==> src/rtl/subtractor_4bit_if.sv <==
// Operand/result bundle for the registered ripple-borrow subtractor.
// The master side supplies operands; the slave side returns the registered difference and flags.
interface subtractor_4bit_if #(
  parameter int WIDTH = 4
);
  logic             in_valid;
  logic [WIDTH-1:0] a;
  logic [WIDTH-1:0] b;
  logic             borrow_in;
  logic [WIDTH-1:0] diff;
  logic             borrow_out;
  logic             overflow;
  logic             zero;
  logic             out_valid;

  modport master (
    output in_valid, a, b, borrow_in,
    input  diff, borrow_out, overflow, zero, out_valid
  );

  modport slave (
    input  in_valid, a, b, borrow_in,
    output diff, borrow_out, overflow, zero, out_valid
  );
endinterface

==> src/rtl/subtractor_4bit.sv <==
// Registered a - b - borrow_in built from a ripple chain of full-subtractor cells,
// with unsigned borrow, signed overflow and zero flags captured alongside the difference.
module subtractor_4bit #(
  parameter int WIDTH = 4
) (
  input logic               clk,
  input logic               rst_n,
  subtractor_4bit_if.slave  bus
);

  // Returns {bout, d} for one full-subtractor cell.
  function automatic logic [1:0] fsub_cell(input logic x, input logic y, input logic bin);
    logic d;
    logic bout;
    d    = x ^ y ^ bin;
    bout = (~x & y) | (~(x ^ y) & bin);
    return {bout, d};
  endfunction

  // Signed overflow: operands of opposite sign and a result whose sign left the minuend's.
  function automatic logic sub_overflow(input logic a_msb, input logic b_msb, input logic d_msb);
    return (a_msb != b_msb) && (d_msb != a_msb);
  endfunction

  // ---- stage p0: combinational ripple-borrow chain ----
  logic [WIDTH-1:0] diff_p0;
  logic             borrow_p0;
  logic             overflow_p0;
  logic             zero_p0;

  always_comb begin
    logic       bin_v;
    logic [1:0] cell_v;
    bin_v   = bus.borrow_in;
    cell_v  = 2'b00;
    diff_p0 = '0;
    for (int i = 0; i < WIDTH; i++) begin
      cell_v     = fsub_cell(bus.a[i], bus.b[i], bin_v);
      diff_p0[i] = cell_v[0];
      bin_v      = cell_v[1];
    end
    borrow_p0   = bin_v;
    overflow_p0 = sub_overflow(bus.a[WIDTH-1], bus.b[WIDTH-1], diff_p0[WIDTH-1]);
    zero_p0     = (diff_p0 == '0);
  end

  // ---- stage p1: result registers ----
  logic [WIDTH-1:0] diff_p1;
  logic             borrow_p1;
  logic             overflow_p1;
  logic             zero_p1;
  logic             vld_p1;

  // Every register clears on reset so a downstream consumer never sees stale flags.
  always_ff @(posedge clk or negedge rst_n) begin
    if (!rst_n) begin
      diff_p1     <= '0;
      borrow_p1   <= 1'b0;
      overflow_p1 <= 1'b0;
      zero_p1     <= 1'b0;
      vld_p1      <= 1'b0;
    end else begin
      vld_p1 <= bus.in_valid;
      if (bus.in_valid) begin
        diff_p1     <= diff_p0;
        borrow_p1   <= borrow_p0;
        overflow_p1 <= overflow_p0;
        zero_p1     <= zero_p0;
      end
    end
  end

  assign bus.diff       = diff_p1;
  assign bus.borrow_out = borrow_p1;
  assign bus.overflow   = overflow_p1;
  assign bus.zero       = zero_p1;
  assign bus.out_valid  = vld_p1;

endmodule

==> src/flat_wrapper.sv <==
// flat-port wrapper written by rule: the top's interface ports become plain ports
module subtractor_4bit_flat 
#(
  parameter int WIDTH = 4
)
  (clk, rst_n, bus_in_valid, bus_a, bus_b, bus_borrow_in, bus_diff, bus_borrow_out, bus_overflow, bus_zero, bus_out_valid);
  subtractor_4bit_if #(.WIDTH(WIDTH)) bus_i ();
  input logic clk;
  input logic rst_n;
  input wire logic [$bits(bus_i.in_valid)-1:0] bus_in_valid;
  input wire logic [$bits(bus_i.a)-1:0] bus_a;
  input wire logic [$bits(bus_i.b)-1:0] bus_b;
  input wire logic [$bits(bus_i.borrow_in)-1:0] bus_borrow_in;
  output wire logic [$bits(bus_i.diff)-1:0] bus_diff;
  output wire logic [$bits(bus_i.borrow_out)-1:0] bus_borrow_out;
  output wire logic [$bits(bus_i.overflow)-1:0] bus_overflow;
  output wire logic [$bits(bus_i.zero)-1:0] bus_zero;
  output wire logic [$bits(bus_i.out_valid)-1:0] bus_out_valid;
  assign bus_i.in_valid = bus_in_valid;
  assign bus_i.a = bus_a;
  assign bus_i.b = bus_b;
  assign bus_i.borrow_in = bus_borrow_in;
  assign bus_diff = bus_i.diff;
  assign bus_borrow_out = bus_i.borrow_out;
  assign bus_overflow = bus_i.overflow;
  assign bus_zero = bus_i.zero;
  assign bus_out_valid = bus_i.out_valid;
  subtractor_4bit #(.WIDTH(WIDTH)) u_core (.clk(clk), .rst_n(rst_n), .bus(bus_i));
endmodule
==> config.mk <==
export PLATFORM = sky130hd
export DESIGN_NAME = subtractor_4bit_flat
export DESIGN_NICKNAME = d
export VERILOG_FILES = /design/src/rtl/subtractor_4bit_if.sv /design/src/rtl/subtractor_4bit.sv /design/src/flat_wrapper.sv
export SDC_FILE = /design/constraint.sdc
export NUM_CORES = 1
export LEC_CHECK = 0
export BUFFER_PORTS_ARGS = -buffer_cell sky130_fd_sc_hd__buf_2
export CORE_MARGIN = 2
export CORE_UTILIZATION = 30
export DETAILED_ROUTE_END_ITERATION = 10
export PLACE_DENSITY = 0.61
export SLEW_MARGIN = 10
export SYNTH_ARGS = -nofsm -noshare
export SYNTH_HDL_FRONTEND = slang
export SYNTH_SLANG_ARGS = --single-unit
==> constraint.sdc <==
create_clock -name clk -period 0.8 [get_ports clk]
set_clock_uncertainty 0.1 [all_clocks]
set_input_delay 0.08 -clock clk [delete_from_list [all_inputs] [get_ports clk]]
set_output_delay 0.08 -clock clk [all_outputs]
set_load 0.02 [all_outputs]
# After elaboration in Yosys (flattened, before gate mapping)
# Cells that the tools add are included.
[totals]
register_bits = 8
inputBits = 12
out_inout_bits = 8
word_cells = 37
[op_classes]
eq_ne = 2
bitwise_logic = 28
reduce_logical = 2
[ops]
columns = ["op", "n"]
rows = [
  ["$and 1x1->1", 8],
  ["$not 1->1", 8],
  ["$xor 1x1->1", 8],
  ["$logic_not 4->1", 1],
  ["$or 1x1->1", 4],
  ["$ne 1x1->1", 2],
  ["$logic_and 1x1->1", 1],
]

# Longest topological paths before layout
# Gate-level depths: netlist of run 1.
[logic_depth]
depth_word = 11
ltp_mapped = 8
depth_no_buf = 8

# Least setup slack after synthesis of run 1
# OpenSTA, ideal clock, no wires.
[synth_timing]
path_type = "input port to flip-flop"
start = "input port bus_borrow_in"
end = "register u_core.zero_p1 (netlist: u_core.bus.zero)"
setup_ps = 64
arrival_ps = 2116
t_required_ps = 636
setup_slack_ps = -1480
cell_stages = 7
path_buffers = 0
cell_sequence = "fa_1 -> fa_1 -> fa_1 -> inv_1 -> fa_1 -> and4b_1 -> mux2_4"
[synth_via]
elab_chain_len = 8
elab_cells_between_ends = 11
classes_between = "10 x bitwise; 1 x reduce/logical"
[synth_lines]
columns = ["item", "line_no", "text"]
rows = [
  ["from (decl)", "flat_wrapper.sv:13", "input wire logic [$bits(bus_i.borrow_in)-1:0] bus_borrow_in;"],
  ["$and 1x1->1", "subtractor_4bit.sv:16", "bout = (~x & y) | (~(x ^ y) & bin);"],
  ["$or 1x1->1", "subtractor_4bit.sv:16", ""],
  ["$and 1x1->1", "subtractor_4bit.sv:16", ""],
  ["$or 1x1->1", "subtractor_4bit.sv:16", ""],
  ["$and 1x1->1", "subtractor_4bit.sv:16", ""],
  ["$or 1x1->1", "subtractor_4bit.sv:16", ""],
  ["$xor 1x1->1", "subtractor_4bit.sv:15", "d = x ^ y ^ bin;"],
  ["via u_core.diff_p0[3]", "subtractor_4bit.sv:26", "logic [WIDTH-1:0] diff_p0;"],
  ["$logic_not 4->1", "subtractor_4bit.sv:44", "zero_p0 = (diff_p0 == '0);"],
  ["to (signal assigned)", "subtractor_4bit.sv:68", "zero_p1 <= zero_p0;"],
  ["to (decl)", "subtractor_4bit.sv:51", "logic zero_p1;"],
]
# The timed path passes the listed nets, and every way through them passes these cells.
# A chain may end at the register's enable or synchronous reset.

# Worst setup path after layout of run 1
[layout_timing]
start = "input port bus_a[0]"
end = "register u_core.zero_p1 (netlist: u_core.bus.zero)"
[layout_via]
elab_chain_len = 10
elab_cells_between_ends = 15
classes_between = "14 x bitwise; 1 x reduce/logical"
[layout_lines]
columns = ["item", "line_no", "text"]
rows = [
  ["from (decl)", "flat_wrapper.sv:11", "input wire logic [$bits(bus_i.a)-1:0] bus_a;"],
  ["$xor 1x1->1", "subtractor_4bit.sv:16", ""],
  ["$not 1->1", "subtractor_4bit.sv:16", ""],
  ["$and 1x1->1", "subtractor_4bit.sv:16", ""],
  ["$or 1x1->1 (*)", "subtractor_4bit.sv:16", ""],
  ["$and 1x1->1 (*)", "subtractor_4bit.sv:16", ""],
  ["$or 1x1->1 (*)", "subtractor_4bit.sv:16", ""],
  ["$and 1x1->1 (*)", "subtractor_4bit.sv:16", ""],
  ["$or 1x1->1 (*)", "subtractor_4bit.sv:16", ""],
  ["$xor 1x1->1 (*)", "subtractor_4bit.sv:15", ""],
  ["via u_core.diff_p0[3]", "subtractor_4bit.sv:26", ""],
  ["$logic_not 4->1 (*)", "subtractor_4bit.sv:44", ""],
]
# Mark *: on every way through the listed nets, which the timed path passes. The rest lies on a longest branch.

==> flow_summary.json, run 1 <==
{
  "status": "finished, violations left",
  "failed_checks": "setup timing",
  "dr.pass1.iters": 2,
  "die_x_um": 42.4,
  "grt_antenna_before_repair": 0,
  "crit_path_start_kind": "primary input",
  "mappedNetlistArea_um2": 443,
  "dieArea_mm2": 0.00180,
  "die_h_um": 42.4,
  "worst_ir_drop_vdd_v": 0.00123,
  "avgSynthCellArea_um2": 12.7,
  "clockBufferDepth": 2,
  "slew-limit-headroom": 0.879,
  "period_minus_slack_ns": 2.05,
  "synth_seq_cells": 8,
  "crit_path_cell_trace": "buf_6 > inv_2 > fa_2 > fa_2 > fa_2 > inv_2 > fa_2 > and4b_1 > mux2_4",
  "hold_viol_final": 0,
  "fin_hold_ws_ns": 0.0588,
  "worst_pin_slew_ns": 0.182,
  "critPathKind": "primary input to flop",
  "hold_path_class": "primary input to flop",
  "grt_pass1_wl_um": 1420,
  "crit_path_top_delay_cell": "fa_2",
  "place_area_um2": 583,
  "core_mm2": 0.00133,
  "slew_violations": 0,
  "ys_top_cells_by_area": "dfrtp_1, fa_1, inv_1",
  "grt_max_degree": 9,
  "synth_cell_types": 12,
  "clkSinkCount": 8,
  "ios": 20,
  "drv_cap": 0,
  "clk_latency_ns": 0.25,
  "vias": 339,
  "grt.total_usage": 0.107,
  "setup_violations": 15,
  "critPathMostFrequentCell": "fa_2",
  "htreeDepth": 1,
  "stdcell_area_um2": 714,
  "slowest_delay_ns": 0.45,
  "overflow": 0,
  "fmax_mhz": 487,
  "cts_buffers": 3,
  "yosysSeqAreaShare": 0.452,
  "period_share": 2.57,
  "worst_slack_ns": -1.25,
  "rsz0062_at_grt": "true",
  "synth_area_leader_cell": "dfrtp_1",
  "layout.nets": 84,
  "grt_pass1_vias": 345,
  "routed_via_density": 4.24,
  "end_kind": "flop",
  "syn_inst": 35,
  "drtIter0Drc": 4,
  "gp_congestion": 0.659,
  "cts_tree": "built",
  "yosys_warnings": 0,
  "cp_max_fo": 3,
  "detail-route-antenna-nets": 0,
  "drt_wl_total_um": 773,
  "area_growth_pct": 61.3,
  "wl_per_cell_um": 9.66,
  "critPathArrivalTime_ns": 2.14,
  "post-route-drc-count": 0,
  "rows": 13,
  "crit_required_ns": 0.89,
  "synth_top_area_frac": 0.452,
  "cts_root_buf": "clkbuf_4",
  "layout-drive-gt1-share": 0.585,
  "syn-num-nets": 52,
  "diodes": 0,
  "n_fill_cell": 125,
  "path_clk_slew_ns": 0.06,
  "power_density_mw_per_mm2": 1940,
  "portBuffers": 19,
  "start_util": 0.332,
  "dp_hpwl_um": 627,
  "p_leak_uw": 0.000385
}
[what timing repair did]
action / CTS / global route
hold buffers: 2 / 0
pin swaps: 3 / 0
hold endpoints to repair: 9 / 0
gates cloned: 0 / 0
setup endpoints to repair: 14 / 15
buffers inserted: 1 / 2
gates resized for setup: 20 / 2
[cell families (layout without fill, tap and decap cells)]
kind of cell,count (synthesis),count (layout),synth area share
buffers and inverters,12,42,0.119
DFF,8,8,0.452
muxes,6,6,0.150
adders and majority gates,5,5,0.209
and+or+nand+nor,2,2,0.0367
AOI/OAI and AO/OA,1,1,0.0141
xor gates and xnor gates,1,1,0.0198
[sequential cells by signal (all words and copies together) (netlist names)]
| signal | count |
|---|---|
| u_core.bus.overflow | 1 |
| u_core.bus.out_valid | 1 |
| u_core.bus.diff | 4 |
| u_core.bus.borrow_out | 1 |
| u_core.bus.zero | 1 |
[cells in the final DEF, fill, tap and decap left out]
| cell type | netlist | routed |
|---|---|---|
| buf_4 | 0 | 6 |
| inv_2 | 0 | 3 |
| fa_2 | 0 | 4 |
| mux2i_1 | 4 | 4 |
| and4b_1 | 1 | 1 |
| nand2b_1 | 1 | 1 |
| dfrtp_1 | 8 | 8 |
| xnor2_1 | 1 | 1 |
| inv_1 | 11 | 8 |
| buf_2 | 0 | 10 |
| mux2_4 | 1 | 2 |
| buf_6 | 1 | 10 |
| o22ai_1 | 1 | 1 |
| ha_1 | 1 | 1 |
| dlygate4sd3_1 | 0 | 2 |
| clkbuf_4 | 0 | 3 |
[per-layer routing]
metal | routed length (um) | part of all wire | track usage
met3 | 55 | 0.071 | 0.0690
met2 | 416 | 0.54 | 0.166
met5 | 0 | 0 | 0
met1 | 300 | 0.39 | 0.125
met4 | 0 | 0 | 0.0188
[worst paths after layout]
check / start / end / slack (ns) / cells after the start
min in group asynchronous: rst_n / u_core.bus.overflow$_DFFE_PN0P_ / 0.09 / 2
setup / recovery: bus_a[0] / u_core.bus.zero$_DFFE_PN0P_ / -1.25 / 9
hold / removal: bus_in_valid / u_core.bus.diff[3]$_DFFE_PN0P_ / 0.06 / 2
setup reg to reg: u_core.bus.zero$_DFFE_PN0P_ / u_core.bus.zero$_DFFE_PN0P_ / -0.09 / 1
max in group asynchronous: rst_n / u_core.bus.zero$_DFFE_PN0P_ / 0.34 / 2
hold reg to reg: u_core.bus.borrow_out$_DFFE_PN0P_ / u_core.bus.borrow_out$_DFFE_PN0P_ / 0.44 / 2
[critical path: cells and delay by family]
kind / cells / cell delay (ns)
and+or+nand+nor: 1 / 0.26
muxes: 1 / 0.14
buffers and inverters: 3 / 0.16
adders and majority gates: 4 / 1.50
[stage by stage]
step           std cells  total power [uW]   util  setup WS, ns  TNS (ns)
3_5_place_dp          72               916  0.437         -1.62     -7.67
6_report              80              1390  0.536         -1.25     -6.46
2_1_floorplan         35               761      -         -1.42     -6.46
4_1_cts               78              1380  0.522         -1.26     -6.54
5_1_grt               80              1480  0.536         -1.29     -6.95
3_3_place_gp          72               910  0.437         -1.59     -7.57
[synthesized netlist by cell type]
cell and n:
fa_1 4, ha_1 1, dfrtp_1 8, mux2_4 1
xnor2_1 1, nand2b_1 1, o22ai_1 1, mux2_2 1
and4b_1 1, buf_6 1, inv_1 11, mux2i_1 4
[final cells by class]
class	count	area, um2	area share
timing repair buffer	28	228	0.319
clock buffer	3	22.5	0.0315
tap	15	18.8	0.0263
multi-input combinational	15	204	0.285
sequential	8	200	0.280
inverter	11	41.3	0.0578
[where the power goes]
part           internal, uW  total, uW  leakage (uW)  switching [uW]
logic                   320        554      0.000275             233
clock network           172        306     0.0000138             135
registers               476        527     0.0000965            50.7
total                   968       1390      0.000385             419
(Power assumes the default switching activity.)
==> run 2, diff against run 1 <==
==> constraint.sdc (replaced) <==
create_clock -name clk -period 0.8 [get_ports clk]
set_clock_uncertainty 0.1 [all_clocks]
set_input_delay 0.16 -clock clk [delete_from_list [all_inputs] [get_ports clk]]
set_output_delay 0.16 -clock clk [all_outputs]
set_load 0.02 [all_outputs]
==> run 2 against run 1 <==
Against the previous run:
- global-route usage grew 0.40 points
- the flow finishes with violations (hold timing, setup timing)
- sequential share of layout area grew 0.30 points
- via count decreased by 3.8%
- sequential cell count unchanged
- count of clock-buffer cells in the layout unchanged
- worst setup slack lost 0.064 ns
- utilization shrank 0.56 points
==> flow_summary.json, run 2 (same netlist as run 1, synthesis figures left out) <==
{
  "area_growth_pct": 59.6,
  "die_x_um": 42.4,
  "path_clk_slew_ns": 0.06,
  "tns_ns": -7.66,
  "grt_max_degree": 9,
  "cts_root_buf": "clkbuf_4",
  "power_switching_uw": 426,
  "failed_checks": "hold timing, setup timing",
  "worst_ir_drop_vdd_v": 0.00113,
  "power_density_mw_per_mm2": 1960,
  "critPathArrivalTime_ns": 2.16,
  "rsz0062_at_grt": "true",
  "period_minus_slack_ns": 2.12,
  "slew-limit-headroom": 0.874,
  "layout-drive-gt1-share": 0.587,
  "worst_pin_slew_ns": 0.189,
  "die_h_um": 42.4,
  "fin_hold_ws_ns": -0.0203,
  "routed_via_density": 4.18,
  "crit_path_start_kind": "primary input",
  "hold_viol_final": 1,
  "startpoint": "bus_a[0]",
  "sw_frac_of_total": 0.308,
  "drv_cap": 0,
  "cts_tree": "built",
  "vias": 326,
  "seqPwrFrac": 0.379,
  "total_power_uw": 1380,
  "dp_hpwl_um": 626,
  "clkSinkCount": 8,
  "layout.nets": 82,
  "clockBufferDepth": 2,
  "intPower_uw": 956,
  "worst_slack_ns": -1.32,
  "hold_path_class": "primary input to flop",
  "clkPwrFrac": 0.228,
  "period_share": 2.65,
  "slew_violations": 0,
  "gp_congestion": 0.611,
  "overflow": 0,
  "grt_pass1_vias": 348,
  "grt_pass1_wl_um": 1450,
  "place_area_um2": 576,
  "rows": 13,
  "hp-start": "bus_in_valid",
  "hold_buffers": 1,
  "ios": 20,
  "crit_required_ns": 0.84,
  "cts_buffers": 3,
  "setup_violations": 15,
  "largest_register_ffs": 4,
  "seqCellArea_um2": 200,
  "combPwrFrac": 0.393,
  "core_mm2": 0.00133,
  "drt_wl_total_um": 794,
  "fmax_mhz": 472,
  "n_fill_cell": 121,
  "end_kind": "flop",
  "multi_input_area_um2": 211,
  "r2r_start": "u_core.bus.zero$_DFFE_PN0P_",
  "final_cell_mix": "buf_2, inv_1, buf_6, dfrtp_1, buf_4",
  "detail-route-antenna-nets": 0,
  "grt_antenna_before_repair": 0,
  "dr.pass1.iters": 1,
  "htreeDepth": 1,
  "status": "finished, violations left",
  "grt.total_usage": 0.111,
  "diodes": 0,
  "cp_max_fo": 3,
  "start_util": 0.332,
  "portBuffers": 19,
  "clk_latency_ns": 0.26,
  "drtIter0Drc": 0,
  "stdcell_area_um2": 707,
  "fin_util": 0.530,
  "final_common_cell": "buf_2",
  "pre_cts_ws_ns": -1.70,
  "p_leak_uw": 0.000384,
  "dieArea_mm2": 0.00180,
  "post-route-drc-count": 0,
  "critPathKind": "primary input to flop",
  "wl_per_cell_um": 10.2
}
==> run 2: cell count changes in the layout (fill, tap and decap cells not counted) <==
| cell | delta |
|---|---|
| buf_8 | +1 |
| inv_4 | +1 |
| inv_2 | -2 |
| xnor2_2 | +1 |
| buf_6 | -2 |
| dlygate4sd3_1 | -1 |
| xnor2_1 | -1 |
| inv_1 | +1 |
==> run 2: critical path, cell delays in order <==
cell,delay (ns)
buf_8,0.07
inv_4,0.03
fa_2,0.37
fa_2,0.34
fa_2,0.34
inv_2,0.06
fa_2,0.44
buf_4,0.16
xnor2_2,0.11
o22ai_1,0.08
==> run 2: per-stage QoR <==
stage,hold WS (ns),cells
after floorplan,-0.236,35
after global placement,-0.0868,71
after detailed placement,-0.0828,71
after CTS,-0.0225,77
after global routing,-0.0169,78
final,-0.0203,78
==> run 2: final timing paths <==
kind | to | slack [ns] | cells past startpoint
worst max-delay path | u_core.bus.overflow$_DFFE_PN0P_ | -1.32 | 10
worst min-delay path | u_core.bus.out_valid$_DFF_PN0_ | -0.02 | 1
worst max register to register | u_core.bus.zero$_DFFE_PN0P_ | -0.18 | 2
worst min register to register | u_core.bus.borrow_out$_DFFE_PN0P_ | 0.44 | 2
max in group asynchronous | u_core.bus.diff[0]$_DFFE_PN0P_ | 0.25 | 2
min in group asynchronous | u_core.bus.diff[3]$_DFFE_PN0P_ | 0.17 | 2
==> run 2: layout make-up <==
type	instances	share of cell area
multi-input combinational	15	0.299
timing repair buffer	26	0.297
sequential	8	0.283
inverter	11	0.0619
clock buffer	3	0.0319
tap	15	0.0265
==> run 2: timing repair <==
action / 4_1_cts / 5_1_grt
endpoints found under the hold margin: 9 / 1
gates resized for setup: 20 / 3
setup endpoints to repair: 15 / 15
setup buffers: 2 / 1
gates cloned: 0 / 0
pin swaps: 3 / 1
==> run 2: per-layer routing <==
| layer | global-route usage | wire length [um] | up-vias | share of wire |
|---|---|---|---|---|
| li1 | - | - | 160 | - |
| met1 | 0.121 | 315 | 153 | 0.40 |
| met2 | 0.185 | 418 | 13 | 0.53 |
| met3 | 0.0690 | 60 | 0 | 0.076 |
| met4 | 0.0188 | 0 | 0 | 0 |
| met5 | 0 | 0 | - | 0 |
==> run 2: power by group through the flow <==
stage | Combinational, uW | Clock [uW] | Sequential (uW)
4_1_cts | 521 | 325 | 526
6_report | 543 | 315 | 524
5_1_grt | 597 | 352 | 532
3_3_place_gp | 391 | 0 | 512
3_5_place_dp | 395 | 0 | 516
2_1_floorplan | 157 | 0 | 605
==> run 3, diff against run 2 <==
Settings changed: ABC_AREA from default to 1.
==> run 3 against run 2 <==
Against the previous run:
- the flow finishes with violations (setup timing)
- fmax up 3.7%
- highest routed layer is now met4
- non-clock buffer count grew 6
- synthesized cell count is 29% higher
- count of clock-buffer cells in the layout is the same
- sequential share of layout area fell by 2.0 points
- clock power down 3%
- die area fell by 0.26%
- register-to-register slack better by 0.02 ns
- sequential power fell by 4.2%
- routed wire length is 20% higher
==> flow_summary.json, run 3 <==
{
  "tns_ns": -7.59,
  "synthTopCellsByCount": "nand2_1, dfrtp_1, inv_1",
  "seqCellArea_um2": 200,
  "hold_path_class": "primary input to flop",
  "drtIter0Drc": 4,
  "grt_max_degree": 9,
  "yosysSeqAreaShare": 0.453,
  "worst_ir_drop_vdd_v": 0.000577,
  "r2r_start": "u_core.bus.zero$_DFFE_PN0P_",
  "grt_pass1_wl_um": 1680,
  "fmax_mhz": 490,
  "reg2reg_depth": 4,
  "portBuffers": 19,
  "start_util": 0.331,
  "detail-route-antenna-nets": 0,
  "p_leak_uw": 0.000417,
  "cts_tree": "built",
  "min_path_cells": 3,
  "yosys_warnings": 0,
  "period_minus_slack_ns": 2.04,
  "synth.most_common_cell": "nand2_1",
  "cts_root_buf": "clkbuf_4",
  "setup_violations": 15,
  "fin_hold_ws_ns": 0.103,
  "rows": 13,
  "die_x_um": 42.4,
  "wl_per_cell_um": 10.2,
  "synth_area_leader_cell": "dfrtp_1",
  "hp-start": "bus_in_valid",
  "pre_cts_ws_ns": -1.61,
  "slew_violations": 0,
  "clk_latency_ns": 0.25,
  "crit_path_start_kind": "primary input",
  "die_h_um": 42.4,
  "critPathKind": "primary input to flop",
  "fin_util": 0.571,
  "grt_pass1_vias": 418,
  "crit_required_ns": 0.84,
  "worst_pin_slew_ns": 0.179,
  "power_density_mw_per_mm2": 1770,
  "area_growth_pct": 72.5,
  "critPathArrivalTime_ns": 2.08,
  "startpoint": "bus_b[0]",
  "slew-limit-headroom": 0.881,
  "rsz0062_at_grt": "true",
  "dp_hpwl_um": 699,
  "drt_wl_total_um": 955,
  "clockBufferDepth": 2,
  "avgSynthCellArea_um2": 9.81,
  "cp_max_fo": 3,
  "synthFlopType": "dfrtp_1",
  "post-route-drc-count": 0,
  "syn-num-nets": 62,
  "routed_via_density": 4.13,
  "mappedNetlistArea_um2": 442,
  "cts_buffers": 3,
  "period_share": 2.55,
  "overflow": 0,
  "end_kind": "flop",
  "drv_cap": 0,
  "n_fill_cell": 117,
  "final_cell_mix": "nand2_1, buf_6, buf_2, dfrtp_1, buf_4",
  "syn_inst": 45,
  "multi_input_area_um2": 206,
  "largest_register_ffs": 4,
  "async_reset_ff_frac": 1.00,
  "ys_top_cells_by_area": "dfrtp_1, fa_1, nand2_1",
  "core_mm2": 0.00133,
  "grt.total_usage": 0.124,
  "total_power_uw": 1350,
  "diodes": 0,
  "hold_viol_final": 0,
  "dieArea_mm2": 0.00180,
  "synth_top_area_frac": 0.453,
  "path_clk_slew_ns": 0.05,
  "layout-drive-gt1-share": 0.570,
  "dr.pass1.iters": 3,
  "synth_cell_types": 10,
  "clkSinkCount": 8,
  "worst_slack_ns": -1.24,
  "synth_edf_count": 0,
  "ios": 20,
  "gp_congestion": 0.699,
  "vias": 388,
  "final_common_cell": "nand2_1",
  "htreeDepth": 1,
  "status": "finished, violations left",
  "grt_antenna_before_repair": 0,
  "layout.nets": 98,
  "synth_seq_cells": 8,
  "failed_checks": "setup timing"
}
run 3: worst paths after layout:
check                                                  end  slack, ns
hold / removal              u_core.bus.diff[1]$_DFFE_PN0P_       0.10
min in group asynchronous   u_core.bus.out_valid$_DFF_PN0_       0.20
hold reg to reg             u_core.bus.diff[3]$_DFFE_PN0P_       0.41
setup / recovery           u_core.bus.overflow$_DFFE_PN0P_      -1.24
max in group asynchronous  u_core.bus.overflow$_DFFE_PN0P_       0.24
setup reg to reg               u_core.bus.zero$_DFFE_PN0P_      -0.16
run 3: cell type report:
| class | count | share of cell area |
|---|---|---|
| clock buffers | 3 | 0.0296 |
| inverters | 9 | 0.0443 |
| multi-input cells | 27 | 0.271 |
| flip-flops and latches | 8 | 0.263 |
| well taps | 15 | 0.0246 |
| repair buffers | 32 | 0.368 |
run 3: worst max-delay path, stage by stage:
cell and delay [ns]:
buf_6 0.09, fa_2 0.38, fa_2 0.35, fa_2 0.34, inv_2 0.06, fa_2 0.45, inv_2 0.08, nand2_1 0.05
nand3_1 0.07, nand2_1 0.05
run 3: layer usage:
metal  GRT usage  share of wire  vias to the layer above
met5           0              0                        -
met1       0.150           0.41                      172
li1            -              -                      202
met4      0.0938          0.015                        0
met3      0.0129          0.051                        2
met2       0.200           0.53                       12
run 3: cells by family (layout without fill, tap and decap cells):
logic type / Yosys count / count (layout) / share of synthesized area
buffers and inverters: 10 / 44 / 0.102
adders and majority gates: 5 / 5 / 0.210
DFF: 8 / 8 / 0.453
and+or+nand+nor: 18 / 18 / 0.156
AOI/OAI and AO/OA: 4 / 4 / 0.0793
run 3: per-stage QoR:
step | instances | area (um2)
global route | 94 | 762
finish | 94 | 762
detailed placement | 86 | 624
CTS | 92 | 744
global placement | 86 | 624
floorplan | 45 | 449
run 3: repair_timing:
| action | 4_1_cts | 5_1_grt |
|---|---|---|
| endpoints found under the hold margin | 9 | 0 |
| hold buffers | 2 | 0 |
| buffers inserted | 1 | 2 |
| resized for setup | 22 | 2 |
| endpoints found under the setup margin | 15 | 16 |
| pin swaps | 3 | 0 |
run 3: where the power goes:
group / switching, uW / internal (uW) / leakage (uW)
clock: 135 / 172 / 0.0000138
combinational: 238 / 304 / 0.000305
sequential: 40.3 / 461 / 0.0000982
